$ cat config.mk
export PLATFORM = sky130hd
export DESIGN_NAME = ssd_scan_driver
export DESIGN_NICKNAME = d
export VERILOG_FILES = /design/src/rtl/ssd_pkg.sv /design/src/rtl/ssd_bin2bcd.sv /design/src/rtl/ssd_scan_driver.sv
export SDC_FILE = /design/constraint.sdc
export NUM_CORES = 1
export LEC_CHECK = 0
export CORE_AREA = 2 2 77 109
export CTS_BUF_LIST = sky130_fd_sc_hd__clkbuf_8
export CTS_CLUSTER_DIAMETER = 50
export CTS_CLUSTER_SIZE = 10
export DETAILED_ROUTE_END_ITERATION = 6
export DIE_AREA = 0 0 79 111
export MAX_ROUTING_LAYER = met4
export PLACE_DENSITY_LB_ADDON = 0.3
export SYNTH_ARGS = -nofsm -noshare
export SYNTH_HDL_FRONTEND = slang
export SYNTH_SLANG_ARGS = --single-unit
$ cat constraint.sdc
create_clock -name clk -period 3.95 [get_ports clk]
set_input_delay 0.79 -clock clk [delete_from_list [all_inputs] [get_ports clk]]
set_output_delay 0.79 -clock clk [all_outputs]
set_load 0.02 [all_outputs]
$ cat src/rtl/ssd_pkg.sv
// rtl/ssd_pkg.sv - shared constants and converter state type for the seven-segment scan driver
package ssd_pkg;

  localparam int unsigned SSD_DIGITS    = 4;
  localparam logic [3:0]  SSD_BLANK     = 4'hF;
  localparam int unsigned SSD_MAX_VALUE = 9999;
  localparam int unsigned SSD_BIN_W     = 14;
  localparam int unsigned SSD_BCD_W     = 4 * SSD_DIGITS;

  typedef enum logic [1:0] {
    ST_IDLE   = 2'd0,
    ST_SHIFT  = 2'd1,
    ST_COMMIT = 2'd2
  } ssd_state_t;

endpackage

$ cat src/rtl/ssd_bin2bcd.sv
// rtl/ssd_bin2bcd.sv - iterative double-dabble converter, one shift per clock, saturating at 9999
module ssd_bin2bcd
  import ssd_pkg::*;
(
  input  logic                 clk,
  input  logic                 rst_n,
  input  logic                 i_load,
  input  logic [SSD_BIN_W-1:0] i_bin,
  output logic                 o_busy,
  output logic                 o_commit,
  output logic [SSD_BCD_W-1:0] o_bcd
);

  localparam int unsigned SH_W = SSD_BCD_W + SSD_BIN_W;

  ssd_state_t          r_state;
  ssd_state_t          w_state_nxt;
  logic [3:0]          r_cnt;
  logic [SH_W-1:0]     r_shift;
  logic [SH_W-1:0]     w_adj;
  logic [SSD_BIN_W-1:0] w_sat;

  assign w_sat = (i_bin > SSD_BIN_W'(SSD_MAX_VALUE)) ? SSD_BIN_W'(SSD_MAX_VALUE) : i_bin;

  // Add-3 correction on every BCD nibble before the shift
  always_comb begin
    w_adj = r_shift;
    for (int i = 0; i < int'(SSD_DIGITS); i++) begin
      if (r_shift[SSD_BIN_W + 4*i +: 4] >= 4'd5)
        w_adj[SSD_BIN_W + 4*i +: 4] = r_shift[SSD_BIN_W + 4*i +: 4] + 4'd3;
    end
  end

  always_comb begin
    w_state_nxt = r_state;
    case (r_state)
      ST_IDLE:   if (i_load) w_state_nxt = ST_SHIFT;
      ST_SHIFT:  if (r_cnt == 4'(SSD_BIN_W - 1)) w_state_nxt = ST_COMMIT;
      ST_COMMIT: w_state_nxt = ST_IDLE;
      default:   w_state_nxt = ST_IDLE;
    endcase
  end

  always_ff @(posedge clk or negedge rst_n) begin
    if (!rst_n) begin
      r_state <= ST_IDLE;
      r_cnt   <= 4'd0;
      r_shift <= '0;
    end else begin
      r_state <= w_state_nxt;
      if (r_state == ST_IDLE && i_load) begin
        r_shift <= {{SSD_BCD_W{1'b0}}, w_sat};
        r_cnt   <= 4'd0;
      end else if (r_state == ST_SHIFT) begin
        r_shift <= w_adj << 1;
        r_cnt   <= r_cnt + 4'd1;
      end
    end
  end

  assign o_busy   = (r_state != ST_IDLE);
  assign o_commit = (r_state == ST_COMMIT);
  assign o_bcd    = r_shift[SH_W-1 -: SSD_BCD_W];

endmodule

$ cat src/rtl/ssd_scan_driver.sv
// rtl/ssd_scan_driver.sv - digit scan divider plus BCD conversion front end; SSD_LEADING_ZERO_BLANK_EN enables leading-zero blanking
module ssd_scan_driver
  import ssd_pkg::*;
#(
  parameter int REFRESH_DIV = 100000
)(
  input  logic                 clk,
  input  logic                 rst_n,
  input  logic [SSD_BIN_W-1:0] bin_in,
  input  logic                 load,
  output logic                 busy,
  output logic                 done,
  output logic [SSD_BCD_W-1:0] nums,
  output logic [1:0]           ssd_ctl_en
);

  localparam int DIV_W = $clog2(REFRESH_DIV);
  localparam logic [DIV_W-1:0] DIV_LAST = DIV_W'(REFRESH_DIV - 1);

  logic [DIV_W-1:0]     r_div;
  logic [1:0]           r_ctl;
  logic [SSD_BCD_W-1:0] r_nums;
  logic                 r_done;
  logic                 w_busy;
  logic                 w_commit;
  logic [SSD_BCD_W-1:0] w_bcd;
  logic [SSD_BCD_W-1:0] w_nums_nxt;

  always_ff @(posedge clk or negedge rst_n) begin
    if (!rst_n) begin
      r_div <= '0;
      r_ctl <= 2'd0;
    end else if (r_div == DIV_LAST) begin
      r_div <= '0;
      r_ctl <= r_ctl + 2'd1;
    end else begin
      r_div <= r_div + DIV_W'(1);
    end
  end

  ssd_bin2bcd u_bin2bcd (
    .clk      (clk),
    .rst_n    (rst_n),
    .i_load   (load),
    .i_bin    (bin_in),
    .o_busy   (w_busy),
    .o_commit (w_commit),
    .o_bcd    (w_bcd)
  );

`ifdef SSD_LEADING_ZERO_BLANK_EN
  // Blank zeros above the highest nonzero digit; digit0 always shows
  function automatic logic [SSD_BCD_W-1:0] blank_leading(input logic [SSD_BCD_W-1:0] v);
    logic lead;
    lead = 1'b1;
    blank_leading = v;
    for (int i = int'(SSD_DIGITS) - 1; i >= 1; i--) begin
      if (lead && v[4*i +: 4] == 4'd0) blank_leading[4*i +: 4] = SSD_BLANK;
      else lead = 1'b0;
    end
  endfunction
  assign w_nums_nxt = blank_leading(w_bcd);
`else
  assign w_nums_nxt = w_bcd;
`endif

  always_ff @(posedge clk or negedge rst_n) begin
    if (!rst_n) begin
      r_nums <= {SSD_DIGITS{SSD_BLANK}};
      r_done <= 1'b0;
    end else begin
      r_done <= w_commit;
      if (w_commit) r_nums <= w_nums_nxt;
    end
  end

  assign busy       = w_busy;
  assign done       = r_done;
  assign nums       = r_nums;
  assign ssd_ctl_en = r_ctl;

endmodule

Word-level counts from Yosys, hierarchy flattened
Index checks and enable logic that the tools add are counted.
{"block": "op_classes", "bitwise_logic": 0, "muxes": 13, "mul": 0, "shift": 0, "eq_ne": 6, "n_lt_le_gt_ge": 5, "reduce_logical": 5, "addsub": 7, "n_div": 0}
{"op": "$mux 30", "count": 2}
{"op": "$mux 4", "count": 5}
{"op": "$add 17x1->17 const B", "count": 1}
{"op": "$eq 17x17->1 const B", "count": 1}
{"op": "$mux 17", "count": 1}
{"op": "$ge 4x3->1 const B", "count": 4}
{"op": "$gt 14x14->1 const B", "count": 1}
{"op": "$mux 14", "count": 1}
{"op": "$add 4x2->4 const B", "count": 3}
{"op": "$add 4x1->4 const B", "count": 1}
{"op": "$eq 4x4->1 const B", "count": 1}
{"op": "$mux 2", "count": 2}
{"op": "$pmux 2 s2", "count": 1}
{"op": "$reduce_bool 2->1", "count": 2}
{"op": "$add 3x2->3 const B", "count": 1}
{"op": "$mux 3", "count": 1}
{"op": "$add 2x1->2 const B", "count": 1}
{"op": "$eq 2x1->1 const B", "count": 1}
{"op": "$eq 2x2->1 const B", "count": 1}
{"op": "$logic_not 2->1", "count": 1}
{"op": "$ne 2x1->1 const B", "count": 1}
{"op": "$ne 2x2->1 const B", "count": 1}
{"op": "$reduce_and 2->1", "count": 1}
{"op": "$logic_and 1x1->1", "count": 1}
{"block": "totals", "out_inout_bits": 20, "ram_bits": 0, "latch_bits": 0, "inputBits": 17, "n_memories": 0, "regBits": 72, "romBits": 0, "word_cells": 43}

Logic depth before layout (Yosys ltp)
{"block": "depth", "ltp_word": 4, "mapped_depth": 6, "ltp_nobuf": 6}

By module
Synthesis repeated with hierarchy kept, for this count alone.
{"block": "hier_totals", "cells_unflattened": 348, "hier_area_um2": 3754.9}
{"mod": "ssd_bin2bcd", "instances": 1, "seq_area_each_um2": 900.9, "cells_per_inst": 234, "area_per_inst_um2": 2217.1}
{"mod": "ssd_scan_driver", "instances": 1, "seq_area_each_um2": 920.9, "cells_per_inst": 114, "area_per_inst_um2": 1537.7}

Worst setup path before layout
OpenSTA, ideal clock, no wires.
{"block": "synth_timing", "kind": "input to register", "startpoint": "in bin_in[6]", "endpoint": "reg u_bin2bcd.r_shift[4]", "required_time_ps": 3868, "path_stages": 4, "setup_ps": 82, "n_path_buf": 0, "slack_ps": 2046, "arrival_ps": 1822, "path_cell_list": "or4_1 -> a41o_1 -> and2_4 -> o22ai_1"}
{"block": "synth_between", "elab_chain_len": 3}
{"item": "start: declaration", "line_no": "ssd_scan_driver.sv:9", "text": "input logic [SSD_BIN_W-1:0] bin_in,"}
{"item": "$gt 14x14->1", "line_no": "ssd_bin2bcd.sv:23", "text": "assign w_sat = (i_bin > SSD_BIN_W'(SSD_MAX_VALUE)) ? SSD_BIN_W'(SSD_MAX_VALUE) : i_bin;"}
{"item": "$mux 14", "line_no": "ssd_bin2bcd.sv:23"}
{"item": "$mux 30", "line_no": "ssd_bin2bcd.sv:51", "text": "if (r_state == ST_IDLE && i_load) begin"}
{"item": "end signal: assignment", "line_no": "ssd_bin2bcd.sv:52", "text": "r_shift <= {{SSD_BCD_W{1'b0}}, w_sat};"}
{"item": "end signal: assignment", "line_no": "ssd_bin2bcd.sv:55", "text": "r_shift <= w_adj << 1;"}
{"item": "end: declaration", "line_no": "ssd_bin2bcd.sv:19", "text": "logic [SH_W-1:0] r_shift;"}
Every way passes these cells.
A chain may end at the register's enable or synchronous reset.

Worst setup path in the final report
{"block": "layout_timing", "startpoint": "reg u_bin2bcd.r_state[1]", "endpoint": "out busy"}
{"block": "layout_between", "elab_chain_len": 1}
{"item": "start: declaration", "line_no": "ssd_bin2bcd.sv:16", "text": "ssd_state_t r_state;"}
{"item": "start signal: assignment", "line_no": "ssd_bin2bcd.sv:50", "text": "r_state <= w_state_nxt;"}
{"item": "$reduce_bool 2->1", "line_no": "ssd_bin2bcd.sv:61", "text": "assign o_busy = (r_state != ST_IDLE);"}
{"item": "end: declaration", "line_no": "ssd_scan_driver.sv:11", "text": "output logic busy,"}
Every way passes these cells.

==> impl_metrics.yaml <==
logic_synthesis:
  syn_area_sq_um: 3412
  synth-edff-count: 0
  synth_seq_cells: 72
  syn_inst: 318
  yosys_warnings: 0
  yosysTopAreaCellShare: 0.4107
  yosysTopAreaCell: "dfrtp_1"
  syn_nets: 346
  ys_types: 44
  yosysSeqAreaShare: 0.5339
  synth_area_leaders: "dfrtp_1, dfstp_2, o21ai_0, ha_1, mux2_2"
  ys.flop_type: "dfrtp_1"
  async_reset_ff_frac: 1.000
  syn_avg_cell_area_sq_um: 10.73
cells_and_area:
  register_area_sq_um: 1822
  nFillCells: 732
  num_antenna_cells: 0
  drive_above_1_share: 0.1504
  area_growth_pct: 19.07
  fin_util: 0.5139
  multi_input_area_sq_um: 1461
  final_cell_area_sq_um: 4063
  final_nets: 382
cts:
  clkLatencyLatePin_ns: 0.34
  clk_path_buf_depth: 2
  ctsHtreeMaxLevel: 3
  numCtsBuffers: 9
  root_buffer: "clkbuf_8"
  cts_resized: 0
  path_clk_slew_ns: 0.07
  cts_setup_buffers: 0
  clock_sinks: 72
  cts_hold_buf: 0
  cts_tree: "done"
hold_path:
  hp-start: "nums[0]$_DFFE_PN1P_"
  hold_depth: 2
  hp-class: "reg2reg"
  hold_end: "nums[0]$_DFFE_PN1P_"
sta:
  period_minus_slack_ns: 2.464
  slew_violations: 0
  tns_ns: 0
  fmax_ghz: 0.4059
  rsz0062_at_grt: "no"
  fin_hold_ws_ns: 0.4798
  timing_hold_violations_final: 0
  max-slew-margin-rel: 0.4074
  clock_skew_ns: 0.01083
  setup_viol: 0
  worst_pin_slew_ns: 0.8889
  min_period_over_period: 0.6237
power_and_ir_drop:
  ir_worst_vdd_v: 0.0002527
  p_int_w: 0.001789
  power.total_w: 0.002784
  power_density_nw_per_um2: 685.3
  p_clk_frac: 0.208
  p_comb_frac: 0.368
  p_seq_frac: 0.424
  p_leak_nw: 1.704
  power_switching_w: 0.0009949
  sw_frac_of_total: 0.3574
status:
  outcome: "finished clean"
routing:
  drc: 0
  wl_per_cell_microns: 14.34
  vias: 2544
  drt-initial-drc-count: 143
  antenna_left: 0
  vias_per_cell: 5.518
  dr.pass1.iters: 4
  routed_wl_microns: 6610
placement:
  dp_hpwl_microns: 4583
  port_buffers: 36
  place_congestion: 0.7488
  place_area_sq_um: 3865
critical_path:
  cp_data_required_time_ns: 3.16
  r2r_slack_ns: 2.16
  r2r_cells: 5
  crit_fanout: 9
  path_class: "reg2out"
  timing.rr.start: "u_bin2bcd.r_state[1]$_DFFE_PN0P_"
  end_kind: "output pin"
  r2r_end: "u_bin2bcd.r_shift[17]$_DFFE_PN0P_"
  critPathLaunchType: "flop"
  arrival_ns: 1.67
global_routing:
  antenna_found_initial: 0
  grt_overflow_total: 0
  met3_usage: 0.05049
  grtUsageMet1: 0.1919
  grt_pass1_vias: 2511
  top_usage_layer: "met2"
  grt_max_degree: 40
  grt_util_all_layers: 0.1680
  grt_pass1_wl_microns: 11340
  grt_util_met2: 0.2757
run:
  max_cap_violations: 0
die:
  chipHeight_microns: 111
  core_area_sq_um: 7905
  num_rows: 39
  io_pins: 37
  die_area_sq_um: 8769
  initial_core_util: 0.4316
  die_width_microns: 79
-- critical path, cell delays in order (launching register included) --
cell	delay, ns
dfrtp_1	0.46
or2_2	0.33
clkdlybuf4s50_1	0.54
-- area by class of cell --
| cell class | count | area share |
|---|---|---|
| multi-input combinational | 216 | 0.3597 |
| sequential | 72 | 0.4484 |
| clock inverter | 6 | 0.01478 |
| tap | 102 | 0.03141 |
| timing repair buffer | 40 | 0.09794 |
| inverter | 15 | 0.01386 |
| clock buffer | 10 | 0.03388 |
-- cell usage after synthesis, types with 2 or more instances --
cell	n
and4_1	4
o22ai_1	9
a32o_1	4
nor4b_1	2
nor3_1	2
buf_2	6
nor2_1	13
a21oi_1	14
xnor2_1	13
nand2_1	21
inv_1	15
clkbuf_1	7
a22oi_1	4
o21ai_0	31
o31ai_1	8
dfstp_2	16
mux2_2	12
o221ai_1	5
nor2b_1	2
nand2b_1	6
or2_2	2
nand3_1	22
a222oi_1	2
nand4_1	6
xor2_1	8
dfrtp_1	56
ha_1	11
-- cells by family (layout without fill, tap and decap cells) --
logic type	Yosys count	after routing	share of synthesized area
simple gates	89	89	0.1394
compound gates	82	82	0.1522
flops	72	72	0.5339
buf+inv	30	71	0.03777
xor+xnor	21	21	0.05391
mux	13	13	0.04254
fa+ha+maj	11	11	0.04034
-- metal layers --
metal | share of wire | vias up
met1 | 0.42 | 1266
met5 | 0 | -
met2 | 0.52 | 48
met4 | 0.018 | 0
li1 | - | 1220
met3 | 0.039 | 10
-- through the flow --
stage	cells	setup WS [ns]
3_3_place_gp	445	1.389
6_report	461	1.486
4_1_cts	461	1.467
2_1_floorplan	318	2.046
5_1_grt	461	1.406
3_5_place_dp	445	1.332
-- worst max-delay path by stage --
| stage | from | to | slack, ns | cells past startpoint |
|---|---|---|---|---|
| 2_1_floorplan | bin_in[6] | u_bin2bcd.r_shift[4]$_DFFE_PN0P_ | 2.05 | 4 |
| 3_3_place_gp | load | u_bin2bcd.r_shift[17]$_DFFE_PN0P_ | 1.39 | 6 |
| 3_5_place_dp | load | u_bin2bcd.r_shift[17]$_DFFE_PN0P_ | 1.33 | 6 |
| 4_1_cts | u_bin2bcd.r_state[1]$_DFFE_PN0P_ | busy | 1.47 | 2 |
| 5_1_grt | u_bin2bcd.r_state[1]$_DFFE_PN0P_ | busy | 1.41 | 2 |
| 6_report | u_bin2bcd.r_state[1]$_DFFE_PN0P_ | busy | 1.49 | 2 |
-- cell usage in the layout, fill, tap and decap left out, drive strengths merged, types with 2 or more instances in the layout --
master | Yosys | routed
o31ai | 8 | 8
o221ai | 5 | 5
xor2 | 8 | 8
xnor2 | 13 | 13
nand2 | 22 | 22
nand2b | 6 | 6
clkdlybuf4s50 | 0 | 35
a32o | 4 | 4
ha | 11 | 11
clkinv | 0 | 3
and4 | 4 | 4
a21oi | 14 | 14
dfstp | 16 | 16
nor2b | 2 | 2
clkbuf | 8 | 10
buf | 7 | 5
nor3 | 3 | 3
nand3 | 22 | 22
or2 | 2 | 2
o22ai | 9 | 9
inv | 15 | 16
a222oi | 2 | 2
nand4 | 6 | 6
mux2 | 12 | 12
o21ai | 31 | 31
a22oi | 4 | 4
nor4b | 2 | 2
dfrtp | 56 | 56
nor2 | 13 | 13
-- flip-flops by register name, summed over array words and instances, names as in the netlist --
register           cells
done                   1
nums                  16
r_div                 17
ssd_ctl_en             2
u_bin2bcd.r_cnt        4
u_bin2bcd.r_shift     30
u_bin2bcd.r_state      2
-- power by group through the flow --
stage	clock network [W]	logic (W)	registers, W
after detailed placement	0	0.00103	0.00119
after CTS	0.000593	0.00103	0.00118
after global routing	0.000627	0.00115	0.00122
after global placement	0	0.00100	0.00119
final	0.000578	0.00103	0.00118
after floorplan	0	0.000679	0.00122
No activity file was read; power rests on OpenSTA's default activity.
